$ cat config.mk
export PLATFORM = sky130hd
export DESIGN_NAME = ip_daec_rd_resp_buffer_flat
export DESIGN_NICKNAME = d
export VERILOG_FILES = /design/src/rtl/ip_daec_rd_resp_buffer_if.sv /design/src/rtl/ip_daec_rd_resp_buffer.sv /design/src/flat_wrapper.sv
export SDC_FILE = /design/constraint.sdc
export NUM_CORES = 1
export LEC_CHECK = 0
export BUFFER_PORTS_ARGS = -buffer_cell sky130_fd_sc_hd__buf_2
export CORE_MARGIN = 4
export CORE_UTILIZATION = 31
export DETAILED_ROUTE_END_ITERATION = 12
export GPL_TIMING_DRIVEN = 0
export PLACE_DENSITY = 0.51
export SLEW_MARGIN = 10
export SYNTH_ARGS = -nofsm -noshare
export SYNTH_HDL_FRONTEND = slang
export SYNTH_SLANG_ARGS = --single-unit
$ cat constraint.sdc
create_clock -name clk -period 2.98 [get_ports clk]
set_input_delay 0.149 -clock clk [delete_from_list [all_inputs] [get_ports clk]]
set_output_delay 0.149 -clock clk [all_outputs]
set_load 0.02 [all_outputs]
$ cat src/rtl/ip_daec_rd_resp_buffer_if.sv
// Stream bundle between the DAEC decoder, the read-response buffer and its consumer.
// The slave modport is the buffer's view. The master modport is the view of the environment driving the buffer.
interface ip_daec_rd_resp_buffer_if #(
    parameter int DATA_W = 64
);
    logic              in_valid;
    logic              in_ready;
    logic [DATA_W-1:0] in_data;
    logic [3:0]        in_err_loc;
    logic              in_due;
    logic              out_valid;
    logic              out_ready;
    logic [DATA_W-1:0] out_data;
    logic              out_poison;

    modport slave (
        input  in_valid, in_data, in_err_loc, in_due, out_ready,
        output in_ready, out_valid, out_data, out_poison
    );

    modport master (
        output in_valid, in_data, in_err_loc, in_due, out_ready,
        input  in_ready, out_valid, out_data, out_poison
    );
endinterface

$ cat src/rtl/ip_daec_rd_resp_buffer.sv
// First-word-fall-through buffer for decoded read responses.
// It tags poisoned entries and keeps saturating CE/DUE telemetry, a last-error log and a sticky DUE irq.
module ip_daec_rd_resp_buffer #(
    parameter int DATA_W = 64,
    parameter int DEPTH  = 4,
    parameter int CNT_W  = 16
) (
    input  logic                     clk,
    input  logic                     rst_n,
    ip_daec_rd_resp_buffer_if.slave  bus,
    output logic [$clog2(DEPTH):0]   level,
    output logic [CNT_W-1:0]         ce_cnt,
    output logic [CNT_W-1:0]         due_cnt,
    output logic [3:0]               last_err_loc,
    output logic                     last_err_vld,
    output logic                     irq_due,
    input  logic                     clr
);
    localparam int PTR_W = $clog2(DEPTH);
    localparam int LVL_W = PTR_W + 1;

    // Each entry is {data, poison}; the poison bit sits at bit 0.
    logic [DATA_W:0]     mem_q [DEPTH];
    logic [DATA_W:0]     mem_d [DEPTH];
    logic [PTR_W-1:0]    wr_ptr_q, wr_ptr_d;
    logic [PTR_W-1:0]    rd_ptr_q, rd_ptr_d;
    logic [LVL_W-1:0]    level_q, level_d;
    logic [CNT_W-1:0]    ce_cnt_q, ce_cnt_d;
    logic [CNT_W-1:0]    due_cnt_q, due_cnt_d;
    logic [3:0]          last_err_loc_q, last_err_loc_d;
    logic                last_err_vld_q, last_err_vld_d;
    logic                irq_due_q, irq_due_d;

    logic                full;
    logic                empty;
    logic                push;
    logic                pop;
    logic                cls_ce;
    logic                cls_due;

    assign full  = (level_q == LVL_W'(DEPTH));
    assign empty = (level_q == '0);
    assign push  = bus.in_valid && !full;
    assign pop   = !empty && bus.out_ready;

    // Locations 10..14 cannot occur in a 10-symbol codeword, so they are treated as uncorrectable.
    assign cls_due = bus.in_due || ((bus.in_err_loc >= 4'd10) && (bus.in_err_loc <= 4'd14));
    assign cls_ce  = !bus.in_due && (bus.in_err_loc <= 4'd9);

    always_comb begin
        mem_d    = mem_q;
        wr_ptr_d = wr_ptr_q;
        rd_ptr_d = rd_ptr_q;
        level_d  = level_q;
        if (push) begin
            mem_d[wr_ptr_q] = {bus.in_data, cls_due};
            wr_ptr_d        = wr_ptr_q + PTR_W'(1);
        end
        if (pop) begin
            rd_ptr_d = rd_ptr_q + PTR_W'(1);
        end
        case ({push, pop})
            2'b10:   level_d = level_q + LVL_W'(1);
            2'b01:   level_d = level_q - LVL_W'(1);
            default: level_d = level_q;
        endcase
    end

    // clr wins over any event accepted in the same cycle.
    always_comb begin
        ce_cnt_d       = ce_cnt_q;
        due_cnt_d      = due_cnt_q;
        last_err_loc_d = last_err_loc_q;
        last_err_vld_d = last_err_vld_q;
        irq_due_d      = irq_due_q;
        if (clr) begin
            ce_cnt_d       = '0;
            due_cnt_d      = '0;
            last_err_loc_d = 4'hF;
            last_err_vld_d = 1'b0;
            irq_due_d      = 1'b0;
        end else if (push && cls_due) begin
            if (due_cnt_q != '1) begin
                due_cnt_d = due_cnt_q + CNT_W'(1);
            end
            last_err_loc_d = 4'hE;
            last_err_vld_d = 1'b1;
            irq_due_d      = 1'b1;
        end else if (push && cls_ce) begin
            if (ce_cnt_q != '1) begin
                ce_cnt_d = ce_cnt_q + CNT_W'(1);
            end
            last_err_loc_d = bus.in_err_loc;
            last_err_vld_d = 1'b1;
        end
    end

    always_ff @(posedge clk or negedge rst_n) begin
        if (!rst_n) begin
            for (int i = 0; i < DEPTH; i++) begin
                mem_q[i] <= '0;
            end
            wr_ptr_q       <= '0;
            rd_ptr_q       <= '0;
            level_q        <= '0;
            ce_cnt_q       <= '0;
            due_cnt_q      <= '0;
            last_err_loc_q <= 4'hF;
            last_err_vld_q <= 1'b0;
            irq_due_q      <= 1'b0;
        end else begin
            mem_q          <= mem_d;
            wr_ptr_q       <= wr_ptr_d;
            rd_ptr_q       <= rd_ptr_d;
            level_q        <= level_d;
            ce_cnt_q       <= ce_cnt_d;
            due_cnt_q      <= due_cnt_d;
            last_err_loc_q <= last_err_loc_d;
            last_err_vld_q <= last_err_vld_d;
            irq_due_q      <= irq_due_d;
        end
    end

    // The head is read straight from storage, so it holds while the consumer stalls.
    assign bus.in_ready   = !full;
    assign bus.out_valid  = !empty;
    assign bus.out_data   = mem_q[rd_ptr_q][DATA_W:1];
    assign bus.out_poison = mem_q[rd_ptr_q][0];

    assign level        = level_q;
    assign ce_cnt       = ce_cnt_q;
    assign due_cnt      = due_cnt_q;
    assign last_err_loc = last_err_loc_q;
    assign last_err_vld = last_err_vld_q;
    assign irq_due      = irq_due_q;
endmodule

$ cat src/flat_wrapper.sv
// flat-port wrapper written by rule: the top's interface ports become plain ports
module ip_daec_rd_resp_buffer_flat 
#(
    parameter int DATA_W = 64,
    parameter int DEPTH  = 4,
    parameter int CNT_W  = 16
)
  (clk, rst_n, level, ce_cnt, due_cnt, last_err_loc, last_err_vld, irq_due, clr, bus_in_valid, bus_in_data, bus_in_err_loc, bus_in_due, bus_out_ready, bus_in_ready, bus_out_valid, bus_out_data, bus_out_poison);
  ip_daec_rd_resp_buffer_if #(.DATA_W(DATA_W)) bus_i ();
  input  logic clk;
  input  logic rst_n;
  output logic [$clog2(DEPTH):0] level;
  output logic [CNT_W-1:0] ce_cnt;
  output logic [CNT_W-1:0] due_cnt;
  output logic [3:0] last_err_loc;
  output logic last_err_vld;
  output logic irq_due;
  input  logic clr;
  input wire logic [$bits(bus_i.in_valid)-1:0] bus_in_valid;
  input wire logic [$bits(bus_i.in_data)-1:0] bus_in_data;
  input wire logic [$bits(bus_i.in_err_loc)-1:0] bus_in_err_loc;
  input wire logic [$bits(bus_i.in_due)-1:0] bus_in_due;
  input wire logic [$bits(bus_i.out_ready)-1:0] bus_out_ready;
  output wire logic [$bits(bus_i.in_ready)-1:0] bus_in_ready;
  output wire logic [$bits(bus_i.out_valid)-1:0] bus_out_valid;
  output wire logic [$bits(bus_i.out_data)-1:0] bus_out_data;
  output wire logic [$bits(bus_i.out_poison)-1:0] bus_out_poison;
  assign bus_i.in_valid = bus_in_valid;
  assign bus_i.in_data = bus_in_data;
  assign bus_i.in_err_loc = bus_in_err_loc;
  assign bus_i.in_due = bus_in_due;
  assign bus_i.out_ready = bus_out_ready;
  assign bus_in_ready = bus_i.in_ready;
  assign bus_out_valid = bus_i.out_valid;
  assign bus_out_data = bus_i.out_data;
  assign bus_out_poison = bus_i.out_poison;
  ip_daec_rd_resp_buffer #(.DATA_W(DATA_W), .DEPTH(DEPTH), .CNT_W(CNT_W)) u_core (.clk(clk), .rst_n(rst_n), .bus(bus_i), .level(level), .ce_cnt(ce_cnt), .due_cnt(due_cnt), .last_err_loc(last_err_loc), .last_err_vld(last_err_vld), .irq_due(irq_due), .clr(clr));
endmodule
Yosys cells after proc, flatten, opt, wreduce, memory -nomap -nowiden
Index checks and enable logic that the tools add are counted.
Widths: inputs -> output; s select.
- register bits after elaboration: 305
- logic and storage cells: 74
- add/subtract/negate cells: 6
- $lt $le $gt $ge: 6
- eq/ne operators: 6
- muxes and demuxes: 22
- bitwise operators: 2
- reduce and logical (&&, ||, !) cells: 20
- operators with widths (operator ; count):
    $bwmux 260 ; 1
    $mux 65 ; 3
    $bmux 65 s2 ; 1
    $demux 65 s2 ; 1
    $mux 16 ; 7
    $add 16x1->16 const B ; 2
    $ne 16x16->1 const B ; 2
    $mux 4 ; 3
    $reduce_bool 2->1 ; 5
    $le 4x4->1 const B ; 2
    $logic_and 1x1->1 ; 7
    $ge 3x3->1 const B ; 2
    $not 2->3 ; 2
    $pmux 3 s2 ; 1
    $mux 1 ; 5
    $add 2x1->2 const B ; 2
    $ge 4x4->1 const B ; 1
    $add 3x1->3 const B ; 1
    $eq 3x3->1 const B ; 1
    $logic_not 1->1 ; 3
    $logic_not 3->1 ; 1
    $lt 3x1->1 const B ; 1
    $reduce_and 3->1 ; 1
    $reduce_bool 3->1 ; 1
    6 further kinds ; 6

Longest topological paths before layout
- word-level depth: 7
- gate-level depth with buffers: 11
- mapped depth without buffers: 9

Worst setup path before layout
OpenSTA, ideal clock, no wires.
- path kind: register to register
- start point: reg u_core.level_q[1], in the netlist u_core.level[1]
- end point: reg u_core.level_q[2], in the netlist u_core.level[2]
- library setup time: 0.080 ns
- data arrival time: 2.339 ns
- data required time: 2.900 ns
- path slack: 0.562 ns
- stages on the path, launching flop included: 12
- buffers on the path: 2
- clock period less this slack: 2.418 ns
- cells stage by stage: dfrtp_1 > or3b_1 > buf_6 > and2_4 > buf_6 > inv_2 > ha_1 > inv_1 > fa_1 > xor2_1 > nor2_1 > xor2_1
- word-level cells in the longest chain between the ends: 5
- elaborated cells between the ends (all ways): 12
- those cells by class: 2 x add/sub; 3 x eq/ne; 1 x mux; 6 x reduce/logical
- ends and longest elaborated chain (what ; line ; RTL):
    start, declared ; ip_daec_rd_resp_buffer.sv:27 ; logic [LVL_W-1:0] level_q, level_d;
    start signal, assigned ; ip_daec_rd_resp_buffer.sv:115 ; level_q <= level_d;
    $eq 3x3->1 * ; ip_daec_rd_resp_buffer.sv:41 ; assign full = (level_q == LVL_W'(DEPTH));
    $logic_not 1->1 * ; - ;
    via bus_in_ready ; flat_wrapper.sv:24 ; output wire logic [$bits(bus_i.in_ready)-1:0] bus_in_ready;
    $logic_and 1x1->1 * ; ip_daec_rd_resp_buffer.sv:43 ; assign push = bus.in_valid && !full;
    $eq 2x1->1 or $eq 2x2->1 (tied branches) ; ip_daec_rd_resp_buffer.sv:62 ; case ({push, pop})
    $pmux 3 s2 or $reduce_bool 2->1 (tied branches) ; - ;
The timed path passes the listed nets; every way through them passes the cells marked *.
A chain may end at the register's enable or synchronous reset.

Worst setup path after layout
- start point: reg u_core.rd_ptr_q[1]
- end point: out bus_out_data[10]
- word-level cells in the longest chain between the ends: 4
- ends and longest elaborated chain (what ; line ; RTL):
    start, declared ; ip_daec_rd_resp_buffer.sv:26 ; logic [PTR_W-1:0] rd_ptr_q, rd_ptr_d;
    start signal, assigned ; ip_daec_rd_resp_buffer.sv:114 ; rd_ptr_q <= rd_ptr_d;
    $not 2->3 (implied by the code) ; ip_daec_rd_resp_buffer.sv:127 ; assign bus.out_data = mem_q[rd_ptr_q][DATA_W:1];
    $bmux 65 s2 ; ip_daec_rd_resp_buffer.sv:127 ;
    $mux 65 (implied by the code) (2 in a row) ; ip_daec_rd_resp_buffer.sv:127 ;
    end, declared ; flat_wrapper.sv:26 ; output wire logic [$bits(bus_i.out_data)-1:0] bus_out_data;
Every way passes these cells. The select of a mux whose other input is x is not followed.

==> metrics.txt <==
Synth Instances=895; Final Non-Filler Cells=1810; post-synthesis sequential area ratio=0.5505; Worst-path clk slew=0.06 ns; largest net degree at the start of global routing=103; port bufs=181; Die ar.=0.04820 mm2; post-route ant nets=0; final worst slack=0.3059 ns; nets=1270; drt drc=0; number of synthesized flops with an enable pin=0; wire per inst=18.65 um; Worst-Margin Slew=0.7502 ns; vias in the first global route=9348; top routing layer in use=met4; DRT iter0 DRCs=332; P_leak=7.647 nW; Num Clock Sinks=305; CTS Root Buffer Type=clkbuf_16; first-pass GRT wire length=54.21 mm; Critical Path RT=2.83 ns; drt pass-1 iters=4; via total after detailed routing=8634; Final period util=0.8974; Area Overhead vs Synth=26.83%; Met1 Wirelength=15.18 mm; endpoint class of the critical path=output port; DP Wirelength=22.21 mm; Placed Cells incl. Taps=1671; share of the synthesized area in the top cell type=0.5429; Setup Skew=0.01496 ns; status=complete, no violations; CTS Buffer Depth=3; Cell Area, Synth=0.01387 mm2; TritonCTS clock tree=built; post-synthesis cell type count=64; Top FF cell, synth=dfrtp_1; Max Slew Vio Count=0; met2 WL=16.26 mm; routed vias/inst=4.770; Setup CP Type=register to output port; Peak supply drop=0.0006558 V; initial antenna violation count=2; # IOs=182; H-tree depth=2; Syn Area/Cell=15.50 um2; Core Area=0.04422 mm2; Die Wd=219.6 um; Worst EP arrival=2.53 ns; final setup vio count=0; CTS Buf Count=38; Pwr Density=1116 mW/mm2; RSZ-0062 raised after global routing=false; Final Hold Vio Count=0; grt total ovfl=0; post-synth top area cell=dfrtp_1; dominant cells by area after synthesis=dfrtp_1 (54%), mux2_2 (21%), mux4_2 (11%), xnor2_1 (0.88%), buf_4 (0.76%); crit path time final=2.674 ns; Crit Path Max Fanout=12; num rows=77; # Post-CTS Setup Buffers=0; clk_lat worst skew=0.53 ns; Yosys warning count=0; share of flip-flops with an asynchronous set or reset after synthesis=1.000; DP Worst Slack=0.4697 ns; placer's final routability congestion estimate=0.7368; total track usage=0.1428; Max-Slew Margin vs Limit=0.4999; wirelength, routed=33.77 mm; Vert. Die Dim=219.6 um; Hold Path Class=input pin to register; nature of the critical path startpoint=register; Starting Density=0.3137; syn_nets=977; setup TNS=0 ns; max-cap violations=0; Met3 Wirelength=1.763 mm; fmax=374.0 MHz; share of layout cells above drive strength 1=0.5280; Yosys reg bits=305
[worst max-delay path: stages, from the launching register on]
cell and delay, ns:
dfrtp_1 0.74, clkbuf_1 0.64, mux4_2 0.44, buf_2 0.18
[kinds of logic (layout without fill, tap and decap cells)]
family                     count (synthesis)  after routing  synth area share
and+or+nand+nor                          116            116           0.05024
adders and majority gates                  8              8          0.007756
DFF                                      305            305            0.5505
buffers and inverters                     70            391           0.03021
AOI/OAI and AO/OA                         44             44           0.02561
other                                      0              2                 0
muxes                                    335            335            0.3249
xor gates and xnor gates                  17             17           0.01073
[repair_timing]
action                                  CTS  global route
hold buffers                             70             0
endpoints found under the hold margin   319             0
endpoints found under the setup margin   36            20
resized for setup                         6             7
[flip-flops by register name, summed over array words and instances (netlist names)]
name / cells
u_core.ce_cnt: 16
u_core.level: 3
u_core.rd_ptr_q: 2
u_core.wr_ptr_q: 2
u_core.irq_due: 1
u_core.mem_q: 260
u_core.last_err_loc: 4
u_core.last_err_vld: 1
u_core.due_cnt: 16
[metal layers]
metal  track usage  vias up
met5             0        -
met4       0.03834        0
met3       0.03406       37
met2        0.2322      168
met1        0.1926     4504
li1              -     3925
[metrics by stage]
step | hold slack [ns] | util | total power (W) | area (um2)
after global routing | 0.07673 | 0.3979 | 0.02092 | 17600
final | 0.04997 | 0.3979 | 0.01963 | 17600
after detailed placement | 0.1039 | 0.3531 | 0.01517 | 15610
after CTS | 0.009276 | 0.3977 | 0.02003 | 17590
after global placement | 0.4257 | 0.3510 | 0.01499 | 15520
after floorplan | -0.1466 | - | 0.01268 | 13870
[path summary, 6_finish.rpt]
path                       cells past startpoint  slack [ns]                from                endpoint
max                                            3        0.31  u_core.rd_ptr_q[1]        bus_out_data[10]
min                                            3        0.05       bus_out_ready      u_core.rd_ptr_q[0]
max reg2reg                                   11        0.47     u_core.level[1]         u_core.level[2]
min in group asynchronous                      2        0.13               rst_n       u_core.mem_q[174]
min reg2reg                                    2        0.48   u_core.mem_q[130]       u_core.mem_q[130]
max in group asynchronous                      4        1.58               rst_n  u_core.last_err_loc[3]
[placed cells by master, fill, tap and decap left out, types with 7 or more instances in the layout]
master and n:
a21oi_1 8, buf_2 193, buf_4 17, buf_6 9
clkbuf_1 18, clkbuf_16 39, clkbuf_8 8, dfrtp_1 301
dlygate4sd3_1 70, ha_1 7, inv_1 15, mux2_2 260
mux4_2 65, nand2_1 21, nand3_1 14, nor2_1 28
nor2b_1 8, o21ai_0 9, xnor2_1 14
[power breakdown]
| part | switching, W | total, W | internal (W) | leakage (nW) |
|---|---|---|---|---|
| sequential | 0.000900 | 0.00694 | 0.00604 | 3.68 |
| combinational | 0.00386 | 0.00805 | 0.00419 | 3.34 |
| clock | 0.00178 | 0.00464 | 0.00286 | 0.620 |
| total | 0.00654 | 0.0196 | 0.0131 | 7.65 |
[layout make-up]
class                   count  area, um2
clock inverters            11      136.4
repair buffers            254       1699
flip-flops and latches    305       7637
well taps                 592      740.7
plain buffers              53      376.6
multi-input cells         520       5817
fillers                  4240      26630
diodes                      2      5.005
clock buffers              57       1124
inverters                  16      60.06
[Yosys cell counts, drive strengths merged (2+ instances only)]
cell type  count
o21ai         10
mux2         264
a2111oi        6
a21oi          9
nand2b         2
o31ai          4
nor3b          3
nand4          6
xnor2         14
dfrtp        301
nand2         21
or4            5
a211oi         4
dfstp          4
nor4           7
or3b           2
nand3         14
xor2           3
nor3           3
nor2          29
buf           43
o311ai         2
and2           2
nor4b          2
or2            4
or4b           2
inv           16
or3            2
o21a           2
nor2b          8
mux4          65
clkbuf        11
and4           2
mux2i          6
ha             7
(Power assumes the default switching activity.)
